===== src/rtl/tdm_pkg.sv =====
// Shared parameters, derived widths and FSM encoding for the ST-bus frame scheduler.
package tdm_pkg;

  localparam int C4_PER_BIT    = 2;
  localparam int BITS_PER_SLOT = 8;
  localparam int SLOTS         = 32;
  localparam int LOCK_FRAMES   = 2;
  localparam int MISS_LIMIT    = 2;

  localparam int C4_PER_FRAME = C4_PER_BIT * BITS_PER_SLOT * SLOTS;

  localparam int POS_W   = $clog2(C4_PER_FRAME);
  localparam int PHASE_W = $clog2(C4_PER_BIT);
  localparam int BIT_W   = $clog2(BITS_PER_SLOT);
  localparam int SLOT_W  = $clog2(SLOTS);
  localparam int OK_W    = $clog2(LOCK_FRAMES + 1);
  localparam int MISS_W  = $clog2(MISS_LIMIT + 1);

  localparam logic [POS_W-1:0] POS_LAST = POS_W'(C4_PER_FRAME - 1);

  localparam int CAUSE_FRAME     = 0;
  localparam int CAUSE_LOCK_LOST = 1;

  typedef enum logic [1:0] {
    ST_HUNT   = 2'd0,
    ST_VERIFY = 2'd1,
    ST_LOCKED = 2'd2
  } fsm_state_t;

endpackage


===== src/rtl/st_sync_edge.sv =====
// Two-flop synchroniser for an asynchronous ST-bus pin, with an optional
// registered rising-edge strobe (pin edge to strobe is three clk50 cycles).
module st_sync_edge #(
  parameter bit EDGE_EN = 1'b1
) (
  input  logic clk50,
  input  logic reset_rg_n,
  input  logic din,
  output logic level,
  output logic rise
);

  logic meta;
  logic sync;

  always_ff @(posedge clk50 or negedge reset_rg_n) begin
    if (!reset_rg_n) begin
      meta <= 1'b0;
      sync <= 1'b0;
    end else begin
      meta <= din;
      sync <= meta;
    end
  end

  assign level = sync;

  generate
    if (EDGE_EN) begin : g_edge
      logic dly;
      logic rise_q;

      always_ff @(posedge clk50 or negedge reset_rg_n) begin
        if (!reset_rg_n) begin
          dly    <= 1'b0;
          rise_q <= 1'b0;
        end else begin
          dly    <= sync;
          rise_q <= sync & ~dly;
        end
      end

      assign rise = rise_q;
    end else begin : g_no_edge
      assign rise = 1'b0;
    end
  endgenerate

endmodule


===== src/rtl/tdm_frame_scheduler.sv =====
// ST-bus frame/timeslot scheduler: hunts and verifies f0 alignment, then tracks
// slot/bit position, drives datapath strobes and raises frame/lock interrupts.
//
// state     | meaning
// ST_HUNT   | no alignment; pos held at 0, any marker starts a candidate frame
// ST_VERIFY | candidate alignment; counting correctly placed markers
// ST_LOCKED | alignment valid; strobes and route enables active
module tdm_frame_scheduler
  import tdm_pkg::*;
(
  input  logic              clk50,
  input  logic              reset_rg_n,
  input  logic              c4,
  input  logic              f0,
  input  logic [SLOTS-1:0]  slot_mask,
  input  logic              int_ack,
  output logic              c4_rise,
  output logic              bit_drive,
  output logic              bit_sample,
  output logic [SLOT_W-1:0] slot_num,
  output logic [BIT_W-1:0]  bit_num,
  output logic              slot_active,
  output logic              frame_start,
  output logic              locked,
  output logic              cpu_int,
  output logic [1:0]        int_cause,
  output logic [7:0]        frame_err_cnt
);

  logic c4_level_unused;
  logic f0_rise_unused;
  logic f0_s;

  st_sync_edge #(.EDGE_EN(1'b1)) u_c4_sync (
    .clk50      (clk50),
    .reset_rg_n (reset_rg_n),
    .din        (c4),
    .level      (c4_level_unused),
    .rise       (c4_rise)
  );

  st_sync_edge #(.EDGE_EN(1'b0)) u_f0_sync (
    .clk50      (clk50),
    .reset_rg_n (reset_rg_n),
    .din        (f0),
    .level      (f0_s),
    .rise       (f0_rise_unused)
  );

  fsm_state_t         state, state_nxt;
  logic [POS_W-1:0]   pos, pos_nxt;
  logic [OK_W-1:0]    ok_cnt, ok_nxt;
  logic [MISS_W-1:0]  miss_cnt, miss_nxt;
  logic [SLOTS-1:0]   shadow_mask;
  logic               marker;
  logic               at_last;
  logic               err_inc;
  logic               fs_set;
  logic               lost_set;
  logic               locked_nxt;
  logic [1:0]         cause_set;
  logic [1:0]         cause_nxt;
  logic [PHASE_W-1:0] phase_nxt;

  assign marker  = c4_rise & ~f0_s;
  assign at_last = (pos == POS_LAST);

  always_comb begin
    state_nxt = state;
    pos_nxt   = pos;
    ok_nxt    = ok_cnt;
    miss_nxt  = miss_cnt;
    err_inc   = 1'b0;
    fs_set    = 1'b0;
    lost_set  = 1'b0;
    if (c4_rise) begin
      unique case (state)
        ST_HUNT: begin
          if (marker) begin
            state_nxt = ST_VERIFY;
            pos_nxt   = '0;
            ok_nxt    = '0;
          end
        end
        ST_VERIFY: begin
          if (marker && at_last) begin
            pos_nxt = '0;
            ok_nxt  = ok_cnt + 1'b1;
            if (ok_cnt == OK_W'(LOCK_FRAMES - 1)) begin
              state_nxt = ST_LOCKED;
              miss_nxt  = '0;
              fs_set    = 1'b1;
            end
          end else if (marker) begin
            pos_nxt = '0;
            ok_nxt  = '0;
          end else if (at_last) begin
            state_nxt = ST_HUNT;
            pos_nxt   = '0;
          end else begin
            pos_nxt = pos + 1'b1;
          end
        end
        ST_LOCKED: begin
          // A misplaced marker is counted as an error but never realigns pos.
          pos_nxt = at_last ? '0 : pos + 1'b1;
          if (marker && at_last) begin
            miss_nxt = '0;
          end else if (marker || at_last) begin
            miss_nxt = miss_cnt + 1'b1;
            err_inc  = 1'b1;
          end
          if (miss_nxt == MISS_W'(MISS_LIMIT)) begin
            state_nxt = ST_HUNT;
            pos_nxt   = '0;
            lost_set  = 1'b1;
          end else if (at_last) begin
            fs_set = 1'b1;
          end
        end
        default: begin
          state_nxt = ST_HUNT;
          pos_nxt   = '0;
        end
      endcase
    end
  end

  always_comb begin
    cause_set                  = 2'b00;
    cause_set[CAUSE_FRAME]     = fs_set;
    cause_set[CAUSE_LOCK_LOST] = lost_set;
    // Acknowledge clears first so a same-cycle event still lands.
    cause_nxt  = (int_ack ? 2'b00 : int_cause) | cause_set;
    locked_nxt = (state_nxt == ST_LOCKED);
    phase_nxt  = pos_nxt[PHASE_W-1:0];
  end

  always_ff @(posedge clk50 or negedge reset_rg_n) begin
    if (!reset_rg_n) begin
      state         <= ST_HUNT;
      pos           <= '0;
      ok_cnt        <= '0;
      miss_cnt      <= '0;
      frame_err_cnt <= 8'd0;
      shadow_mask   <= '0;
      bit_drive     <= 1'b0;
      bit_sample    <= 1'b0;
      frame_start   <= 1'b0;
      int_cause     <= 2'b00;
      cpu_int       <= 1'b0;
    end else begin
      state       <= state_nxt;
      pos         <= pos_nxt;
      ok_cnt      <= ok_nxt;
      miss_cnt    <= miss_nxt;
      bit_drive   <= c4_rise & locked_nxt & (phase_nxt == '0);
      bit_sample  <= c4_rise & locked_nxt & (phase_nxt == PHASE_W'(C4_PER_BIT - 1));
      frame_start <= fs_set;
      int_cause   <= cause_nxt;
      cpu_int     <= |cause_nxt;
      if (fs_set) begin
        shadow_mask <= slot_mask;
      end
      if (err_inc && (frame_err_cnt != 8'hFF)) begin
        frame_err_cnt <= frame_err_cnt + 8'd1;
      end
    end
  end

  assign locked      = (state == ST_LOCKED);
  assign slot_num    = pos[POS_W-1 -: SLOT_W];
  assign bit_num     = pos[PHASE_W +: BIT_W];
  assign slot_active = locked & shadow_mask[slot_num];

endmodule


===== config.mk =====
export PLATFORM = sky130hd
export DESIGN_NAME = tdm_frame_scheduler
export DESIGN_NICKNAME = d
export VERILOG_FILES = /design/src/rtl/tdm_pkg.sv /design/src/rtl/st_sync_edge.sv /design/src/rtl/tdm_frame_scheduler.sv
export SDC_FILE = /design/constraint.sdc
export NUM_CORES = 1
export LEC_CHECK = 0
export CORE_UTILIZATION = 45
export DETAILED_ROUTE_END_ITERATION = 7
export PLACE_DENSITY_LB_ADDON = 0.12
export SYNTH_ARGS = -nofsm -noshare
export SYNTH_HDL_FRONTEND = slang
export SYNTH_SLANG_ARGS = --single-unit

===== constraint.sdc =====
create_clock -name clk50 -period 4.55 [get_ports clk50]
set_clock_uncertainty 0.05 [all_clocks]
set_input_delay 1.365 -clock clk50 [delete_from_list [all_inputs] [get_ports clk50]]
set_output_delay 1.365 -clock clk50 [all_outputs]
set_load 0.005 [all_outputs]

==> reports/metrics.cfg, run 1 <==
[global_route]
met3_usage=0.03416
use_met1=0.2593
top_usage_layer=met2
grt_pass1_wl_um=10800
grt_max_degree=40
met2_usage=0.2693
grt-ovfl-total=0
grt_util_all_layers=0.1828
grt_antenna_before_repair=0
grt_pass1_vias=2237

[power_and_ir_drop]
peakVddDrop_mv=0.1479
pwr_density_cell_mw_per_mm2=313.5
p_leak_nw=1.854

[logic_synthesis]
synth-edff-count=0
yosys_warnings=0
synth_seq_cells=67
async_reset_ff_frac=1.000
synth_flop_cell=dfrtp_1
synth.distinct_cells=45
syn_inst=273
yosysSeqAreaShare=0.4907
avgSynthCellArea_um2=12.52
syn_area_mm2=0.003417
synth_nets=319

[routing]
firstDrtPassIters=4
ant_nets=0
avgRoutedWirePerCell_um=14.70
drt-initial-drc-count=104
drc_errors=0
vias=2255
viasPerCell=5.232
wl_um=6334

[setup_path]
reg2reg_slack_ps=1380
path_cells=mux4_2 > nor2b_1 > a2111oi_0 > and4b_1 > clkdlybuf4s50_1
crit_arrival_ps=2830
r2r-start=pos[4]
cp.required_ps=3130
cpPeakStageDelay_ps=700
crit_family=flip-flops
cp-start-kind=flop
worstSetupStartpoint=pos[4]
path_class=flop to primary output
cp_max_fo=12
endpoint_kind=primary output
critical_path_buf_inv_count=1
slowest_stage=dfrtp_1

[floorplanning]
die-area_mm2=0.007946
top_level_ports=62
die_w_um=89.14
initial_utilization=0.4686
placementRows=31
core_area_mm2=0.007292
dieHeight_um=89.14

[cts]
htree_levels=3
cts_made_buffers=9
cts_setup_buffers=0
cts.repair.resized=0
clkTransAtPathRegs_ps=70
clock_sinks=67
clk_latency_ps=340
hold_buffers=0
cts_tree=done
cts-root-buf=clkbuf_8
clock_path_buffers=2

[placed_design]
place_congestion=0.7665
hpwlAfterDp_um=4423
placedCellCount=417
io_buffers=61

[cells_and_area]
final_common_cell=dfrtp_1
fin_util=0.5748
fin_nets=375
fill_cells=623
most-common-layout-cells=dfrtp_1 (67), clkdlybuf4s50_1 (60), nand2_1 (27), mux2_4 (27), o21ai_0 (15)
diodes=0
syn2layout_area_growth_pct=22.67
instances_no_fill=431
drive_above_1_share=0.1928

[timing]
drv_slew=0
setup_viol=0
maxSlewHeadroom=0.5715
holdWs_ps=301.6
hold_viol_final=0
worst_pin_slew_ps=642.7
period_share=0.9321
fin_crit_ps=4241
rsz0062_at_grt=no
max_freq_mhz=235.8
setup_tns_ps=0

[hold_path]
hp-start=u_c4_sync.meta
hp-class=flop to flop

[status]
status=finished clean

[run]
drv_cap=0

==> report_power, final <==
group	internal, mW	switching [mW]
clock	0.246	0.228
sequential	0.627	0.0290
combinational	0.101	0.0829
total	0.974	0.340
==> layer usage <==
layer | wire (um) | part of all wire
met1 | 3259 | 0.51
met2 | 2692 | 0.43
met3 | 249 | 0.039
met4 | 132 | 0.021
met5 | 0 | 0
==> metrics by stage <==
step	setup WS [ps]	power [mW]	area, um2
6_report	308.9	1.314	4192
5_1_grt	88.53	1.375	4192
4_1_cts	278.9	1.326	4192
3_5_place_dp	676.3	0.8517	4011
3_3_place_gp	741.7	0.8505	4011
2_1_floorplan	1481	0.7750	3417
==> worst register-to-register path: cells and delay by family, from the launching register on <==
| kind | cells | cell delay, ps |
|---|---|---|
| adders and majority gates | 1 | 310 |
| buffers and inverters | 1 | 470 |
| DFF | 1 | 700 |
| muxes | 1 | 420 |
| and+or+nand+nor | 5 | 780 |
| AOI/OAI and AO/OA | 2 | 330 |
==> cells in the mapped netlist (2+ instances only) <==
| cell | count | area share |
|---|---|---|
| nand3_1 | 8 | 0.012 |
| a221o_1 | 2 | 0.0059 |
| buf_4 | 8 | 0.018 |
| a21o_1 | 5 | 0.011 |
| clkbuf_1 | 4 | 0.0044 |
| nand3b_1 | 5 | 0.011 |
| mux2i_1 | 5 | 0.015 |
| and3_1 | 6 | 0.011 |
| mux4_2 | 7 | 0.046 |
| a22oi_1 | 2 | 0.0044 |
| a21oi_1 | 4 | 0.0059 |
| nor3b_1 | 3 | 0.0066 |
| nor3_1 | 5 | 0.0073 |
| a22o_1 | 2 | 0.0051 |
| nand4_1 | 5 | 0.0092 |
| buf_2 | 4 | 0.0059 |
| a221oi_1 | 2 | 0.0051 |
| mux2_2 | 6 | 0.020 |
| dfrtp_1 | 67 | 0.49 |
| nor2_1 | 5 | 0.0055 |
| xnor2_1 | 7 | 0.018 |
| inv_1 | 8 | 0.0088 |
| nand2_1 | 27 | 0.030 |
| ha_1 | 9 | 0.033 |
| or2_2 | 2 | 0.0037 |
| nor2b_1 | 4 | 0.0073 |
| o21ai_0 | 15 | 0.022 |
| mux2_4 | 27 | 0.12 |
| buf_12 | 3 | 0.018 |
==> logic make-up after synthesis <==
group,synth area share
and+or+nand+nor,0.1175
muxes,0.1992
adders and majority gates,0.03296
buffers and inverters,0.05749
DFF,0.4907
xor gates and xnor gates,0.02051
AOI/OAI and AO/OA,0.08166
==> state kept, by name, indices dropped and copies added, names as in the netlist, 2 cells and up <==
register / count
int_cause: 2
pos: 9
shadow_mask: 32
miss_cnt: 2
frame_err_cnt: 8
state: 2
ok_cnt: 2
==> final timing paths <==
path / endpoint / depth (start not counted)
worst max-delay path: slot_active / 5
worst min-delay path: u_c4_sync.level / 0
worst max register to register: shadow_mask[12] / 10
worst min register to register: u_c4_sync.level / 0
max in group asynchronous: miss_cnt[0] / 2
min in group asynchronous: shadow_mask[29] / 1
==> area by class of cell <==
cell class | count | area, um2 | share of cell area
Clock inverter | 5 | 56.30 | 0.01343
Multi-Input combinational cell | 178 | 1545 | 0.3687
Inverter | 8 | 30.03 | 0.007164
Sequential cell | 67 | 1677 | 0.4000
Tap cell | 99 | 123.9 | 0.02955
Timing Repair Buffer | 65 | 635.6 | 0.1516
Clock buffer | 9 | 123.9 | 0.02955
Note: power is estimated with default switching activity, not from simulation.
==> run 2: changes to the inputs <==
--- a/config.mk
+++ b/config.mk
@@ -8,6 +8,7 @@
 export CORE_UTILIZATION = 45
 export DETAILED_ROUTE_END_ITERATION = 7
 export PLACE_DENSITY_LB_ADDON = 0.12
+export REMOVE_ABC_BUFFERS = 1
 export SYNTH_ARGS = -nofsm -noshare
 export SYNTH_HDL_FRONTEND = slang
 export SYNTH_SLANG_ARGS = --single-unit
==> run 2 against run 1 <==
Largest cell class unchanged. Worst hold slack hardly changed. Power is 3.6% lower. Largest power group unchanged. Flip-flop and latch count unchanged. Via count fell by 1.2%. Sequential power about the same.
==> reports/metrics.cfg, run 2 (synthesis gave the netlist of run 1 again) <==
[setup_path]
crit_arrival_ps=2660  ; -170 ps
r2r-start=pos[0]
cp_max_fo=15  ; +3
reg2reg_depth=11  ; +1
cp.required_ps=3130  ; about the same
slowest_stage=dfrtp_1
path_cells=mux4_2 > nor2b_1 > a2111oi_0 > and4b_1 > clkdlybuf4s50_1
cp-start-kind=flop
cpPeakStageDelay_ps=680  ; -20 ps
path_class=flop to primary output
r2r-end=shadow_mask[12]
crit_family=flip-flops
reg2reg_slack_ps=1170  ; -210 ps
endpoint_kind=primary output
critical_path_buf_inv_count=1  ; unchanged

[power_and_ir_drop]
switching_power_mw=0.3421  ; +0.51%
swShare=0.2700  ; +0.01094
pwr_density_cell_mw_per_mm2=303.0  ; -3.3%
power_frac_comb=0.145  ; +0.005
power.clock.fraction=0.338  ; -0.023
peakVddDrop_mv=0.1939  ; +31%
p_leak_nw=1.845  ; -0.47%
total_power_mw=1.267  ; -3.6%
power_frac_seq=0.517  ; +0.018
internal_power_mw=0.9251  ; -5.0%

[routing]
ant_nets=0  ; unchanged
vias=2227  ; -1.2%
viasPerCell=5.143  ; -1.7%
avgRoutedWirePerCell_um=14.54  ; -1.1%
drc_errors=0  ; unchanged
firstDrtPassIters=4  ; unchanged
wl_um=6295  ; -0.62%
drt-initial-drc-count=66  ; -37%

[global_route]
grt_max_degree=37  ; -7.5%
grt_antenna_before_repair=0  ; unchanged
grt-ovfl-total=0  ; unchanged
grt_util_all_layers=0.1757  ; -0.007042
grt_pass1_wl_um=10340  ; -4.3%
grt_pass1_vias=2114  ; -5.5%

[cts]
clock_sinks=67  ; unchanged
cts_made_buffers=9  ; unchanged
htree_levels=3  ; unchanged
cts_tree=done
cts.repair.resized=0  ; unchanged
hold_buffers=0  ; unchanged
clk_latency_ps=330  ; about the same
cts-root-buf=clkbuf_8
cts_setup_buffers=0  ; unchanged
clkTransAtPathRegs_ps=70  ; about the same
clock_path_buffers=2  ; unchanged

[hold_path]
hold-path-cell-count=0  ; unchanged
hp-class=flop to flop
hp-start=u_f0_sync.meta
hold_end=u_f0_sync.level

[timing]
period_share=0.8952  ; -0.03695
hold_viol_final=0  ; unchanged
rsz0062_at_grt=no
worst_pin_slew_ps=705.5  ; +62.81 ps
maxSlewHeadroom=0.5297  ; -0.04187
max_freq_mhz=245.5  ; +4.1%
drv_slew=0  ; unchanged
fin_crit_ps=4073  ; -168.1 ps
setup_viol=0  ; unchanged
setup_tns_ps=0  ; unchanged

[cells_and_area]
top_register=shadow_mask
syn2layout_area_growth_pct=22.37
largestRegisters=shadow_mask: 32 flops, pos: 9 flops, frame_err_cnt: 8 flops
instances_no_fill=433  ; +0.46%
drive_above_1_share=0.1946  ; +0.001840
largest_register_ffs=32  ; unchanged
most-common-layout-cells=dfrtp_1 (67), clkdlybuf4s50_1 (60), nand2_1 (27), mux2_4 (27), o21ai_0 (15)
diodes=0  ; unchanged
fin_nets=375  ; unchanged
final_common_cell=dfrtp_1

[floorplanning]
core_area_mm2=0.007292  ; unchanged
placementRows=31  ; unchanged
die-area_mm2=0.007946  ; unchanged
dieHeight_um=89.14  ; unchanged
top_level_ports=62  ; unchanged
die_w_um=89.14  ; unchanged
initial_utilization=0.4686  ; unchanged

[run]
drv_cap=0  ; unchanged

[placed_design]
place_congestion=0.8261  ; +7.8%
hpwlAfterDp_um=4337  ; -1.9%
io_buffers=61  ; unchanged
placedCellCount=417  ; unchanged

[status]
status=finished clean

## run 2: changes by cell type in the layout (fill, tap and decap cells not counted)
cell and change:
clkbuf_1 +1, clkinvlp_4 +1, bufinv_16 -1, clkinv_4 +1
## run 2: worst max path at each step
stage | from | endpoint | depth (start not counted)
after floorplan | pos[4] | shadow_mask[10] | 9
after global placement | pos[5] | slot_active | 5
after detailed placement | pos[5] | slot_active | 5
after CTS | pos[5] | slot_active | 5
after global routing | pos[5] | slot_active | 5
final | pos[5] | slot_active | 5
## run 2: power by group through the flow
stage               sequential, mW  clock, mW  combinational [mW]
finish                       0.656      0.428               0.183
global route                 0.661      0.470               0.207
CTS                          0.655      0.447               0.185
detailed placement           0.667          0               0.184
global placement             0.666          0               0.182
floorplan                    0.660          0               0.102
## run 2: stage by stage
stage	instance area [um2]	utilization	setup WS, ps	hold slack, ps
2_1_floorplan	3251	-	1044	281.2
3_3_place_gp	4011	0.5501	800.4	284.7
3_5_place_dp	4011	0.5501	792.1	287.1
4_1_cts	4182	0.5734	380.7	304.9
5_1_grt	4182	0.5734	262.0	309.3
6_report	4182	0.5734	477.1	301.5
## run 2: metal layers
metal | global-route usage | up-vias | wire [um]
li1 | - | 1091 | -
met1 | 0.2320 | 1079 | 3028
met2 | 0.2700 | 51 | 2925
met3 | 0.06002 | 6 | 258
met4 | 0.06349 | 0 | 83
met5 | 0 | - | 0
## run 2: layout make-up
class | count | area, um2
Fill cell | 632 | 3110
Sequential cell | 67 | 1677
Multi-Input combinational cell | 178 | 1545
Timing Repair Buffer | 65 | 635.6
Clock buffer | 10 | 127.6
Tap cell | 99 | 123.9
Clock inverter | 6 | 42.54
Inverter | 8 | 30.03
==> run 3: changes to the inputs <==
--- a/config.mk
+++ b/config.mk
@@ -11,4 +11,5 @@
 export REMOVE_ABC_BUFFERS = 1
 export SYNTH_ARGS = -nofsm -noshare
 export SYNTH_HDL_FRONTEND = slang
+export SYNTH_HIERARCHICAL = 1
 export SYNTH_SLANG_ARGS = --single-unit
==> run 3 against run 2 <==
Power down 0.38%. Largest cell class unchanged. Flip-flop and latch count unchanged. Register-to-register slack worse by 140 ps. Global-route usage up 1.3 points. Wire length up 8.8%. Clock-buffer cell count unchanged. Area after synthesis up 0.95%. Cell area up 0.99%. Clock power about the same. Core utilization up 0.26 points. Critical path depth unchanged. Critical path type unchanged.
==> reports/metrics.cfg, run 3 <==
[routing]
route.met3.wl_um=331  ; +28%
wl_um=6851  ; +8.8%
wl_met2_um=3203  ; +9.5%
vias=2289  ; +2.8%
drc_errors=0  ; unchanged
drt-initial-drc-count=105  ; +59%
highest_layer=met4
met1_length_um=3231  ; +6.7%
ant_nets=0  ; unchanged
avgRoutedWirePerCell_um=15.79  ; +8.6%
firstDrtPassIters=4  ; unchanged
viasPerCell=5.274  ; +2.5%

[cts]
clock_path_buffers=2  ; unchanged
hold_buffers=0  ; unchanged
cts_setup_buffers=0  ; unchanged
clkTransAtPathRegs_ps=80  ; about the same
htree_levels=3  ; unchanged
clock_sinks=67  ; unchanged
cts_made_buffers=9  ; unchanged
cts_tree=done
cts.repair.resized=0  ; unchanged
clk_latency_ps=340  ; about the same
cts-root-buf=clkbuf_8

[global_route]
grt_antenna_before_repair=0  ; unchanged
grt_max_degree=50  ; +35%
grt_util_all_layers=0.1885  ; +0.01284
grt_pass1_vias=2183  ; +3.3%
grt_pass1_wl_um=11110  ; +7.5%
grt-ovfl-total=0  ; unchanged

[setup_path]
endpoint_kind=primary output
cp.required_ps=3130  ; about the same
cp-start-kind=flop
crit_arrival_ps=2570  ; -90 ps
reg2reg_slack_ps=1030  ; -140 ps
path_class=flop to primary output
cp_max_fo=12  ; -3

[timing]
maxSlewHeadroom=0.5244  ; -0.005272
worst_pin_slew_ps=695.4  ; -10.08 ps
timing.final.ws_setup_ps=567.6  ; +90.58 ps
rsz0062_at_grt=no
hold_viol_final=0  ; unchanged
period_share=0.8752  ; -0.01991
setup_tns_ps=0  ; unchanged
fin_crit_ps=3982  ; -90.58 ps
max_freq_mhz=251.1  ; +2.3%
setup_viol=0  ; unchanged
drv_slew=0  ; unchanged

[logic_synthesis]
yosys_warnings=6  ; +6
avgSynthCellArea_um2=12.59  ; +0.58%
syn_area_mm2=0.003450  ; +0.95%
syn_inst=274  ; +0.37%

[floorplanning]
die_w_um=89.56  ; +0.47%
die-area_mm2=0.008020  ; +0.93%
top_level_ports=62  ; unchanged
dieHeight_um=89.56  ; +0.47%
placementRows=31  ; unchanged
core_area_mm2=0.007331  ; +0.53%
initial_utilization=0.4706  ; +0.001958

[placed_design]
dp_worst_setup_slack_ps=948.6  ; +156.5 ps
io_buffers=61  ; unchanged
hpwlAfterDp_um=4900  ; +13%
place_congestion=0.7749  ; -6.2%

[cells_and_area]
fill_cells=606  ; -4.1%
diodes=0  ; unchanged
fin_nets=376  ; +0.27%
drive_above_1_share=0.2000  ; +0.005389
top_register=shadow_mask
largestRegisters=shadow_mask: 32 flops, pos: 9 flops, frame_err_cnt: 8 flops
multi_input_area_mm2=0.001588  ; +2.8%
largest_register_ffs=32  ; unchanged
register_area_mm2=0.001677  ; unchanged
final_common_cell=dfrtp_1
most-common-layout-cells=dfrtp_1 (67), clkdlybuf4s50_1 (60), mux2_4 (27), nand2_1 (23), o21ai_0 (12)
syn2layout_area_growth_pct=22.42  ; about the same

[power_and_ir_drop]
p_leak_nw=1.844  ; about the same
peakVddDrop_mv=0.1877  ; -3.2%
pwr_density_cell_mw_per_mm2=298.9  ; -1.4%

[run]
drv_cap=0  ; unchanged

[hold_path]
hp-class=flop to flop

[status]
status=finished clean

[run 3: through the flow]
step | power [mW] | cell area (um2) | utilization | std cells | hold WS (ps)
4_1_cts | 1.278 | 4223 | 0.5760 | 434 | 308.5
3_3_place_gp | 0.8440 | 4054 | 0.5530 | 418 | 284.0
6_report | 1.262 | 4223 | 0.5760 | 434 | 306.0
3_5_place_dp | 0.8458 | 4054 | 0.5530 | 418 | 290.1
5_1_grt | 1.330 | 4223 | 0.5760 | 434 | 311.1
2_1_floorplan | 0.7632 | 3302 | - | 255 | 281.2
[run 3: power by group]
part / leakage [nW] / switching (mW) / total, mW / internal, mW
Sequential: 0.847 / 0.0271 / 0.651 / 0.624
Combinational: 0.907 / 0.0872 / 0.183 / 0.0962
Clock: 0.0904 / 0.230 / 0.428 / 0.199
Total: 1.84 / 0.344 / 1.26 / 0.918
[run 3: final cells by class]
type                            count  share of cell area
Multi-Input combinational cell    178              0.3760
Timing Repair Buffer               64              0.1487
Sequential cell                    67              0.3970
Clock buffer                       10             0.03022
Inverter                           10            0.008889
Tap cell                           99             0.02933
Clock inverter                      6            0.009778
[run 3: final timing paths]
path,start,to,cells past startpoint
max,pos[5],slot_active,5
min reg2reg,u_c4_sync/meta,u_c4_sync/level,0
max in group asynchronous,reset_rg_n,frame_err_cnt[7],2
min,u_c4_sync/meta,u_c4_sync/level,0
min in group asynchronous,reset_rg_n,shadow_mask[31],1
max reg2reg,pos[1],shadow_mask[12],11
[run 3: layer usage]
metal  vias to the layer above  global-route usage
li1                       1099                   -
met1                      1125              0.2608
met2                        58              0.2817
met3                         7             0.06002
met4                         0             0.06061
met5                         -                   0
[run 3: worst max-delay path, cell delays in order (launching register included)]
cell and delay, ps:
dfrtp_1 630, mux4_2 360, nor2b_1 140, a2111oi_0 390, and4b_1 260, clkdlybuf4s50_1 450
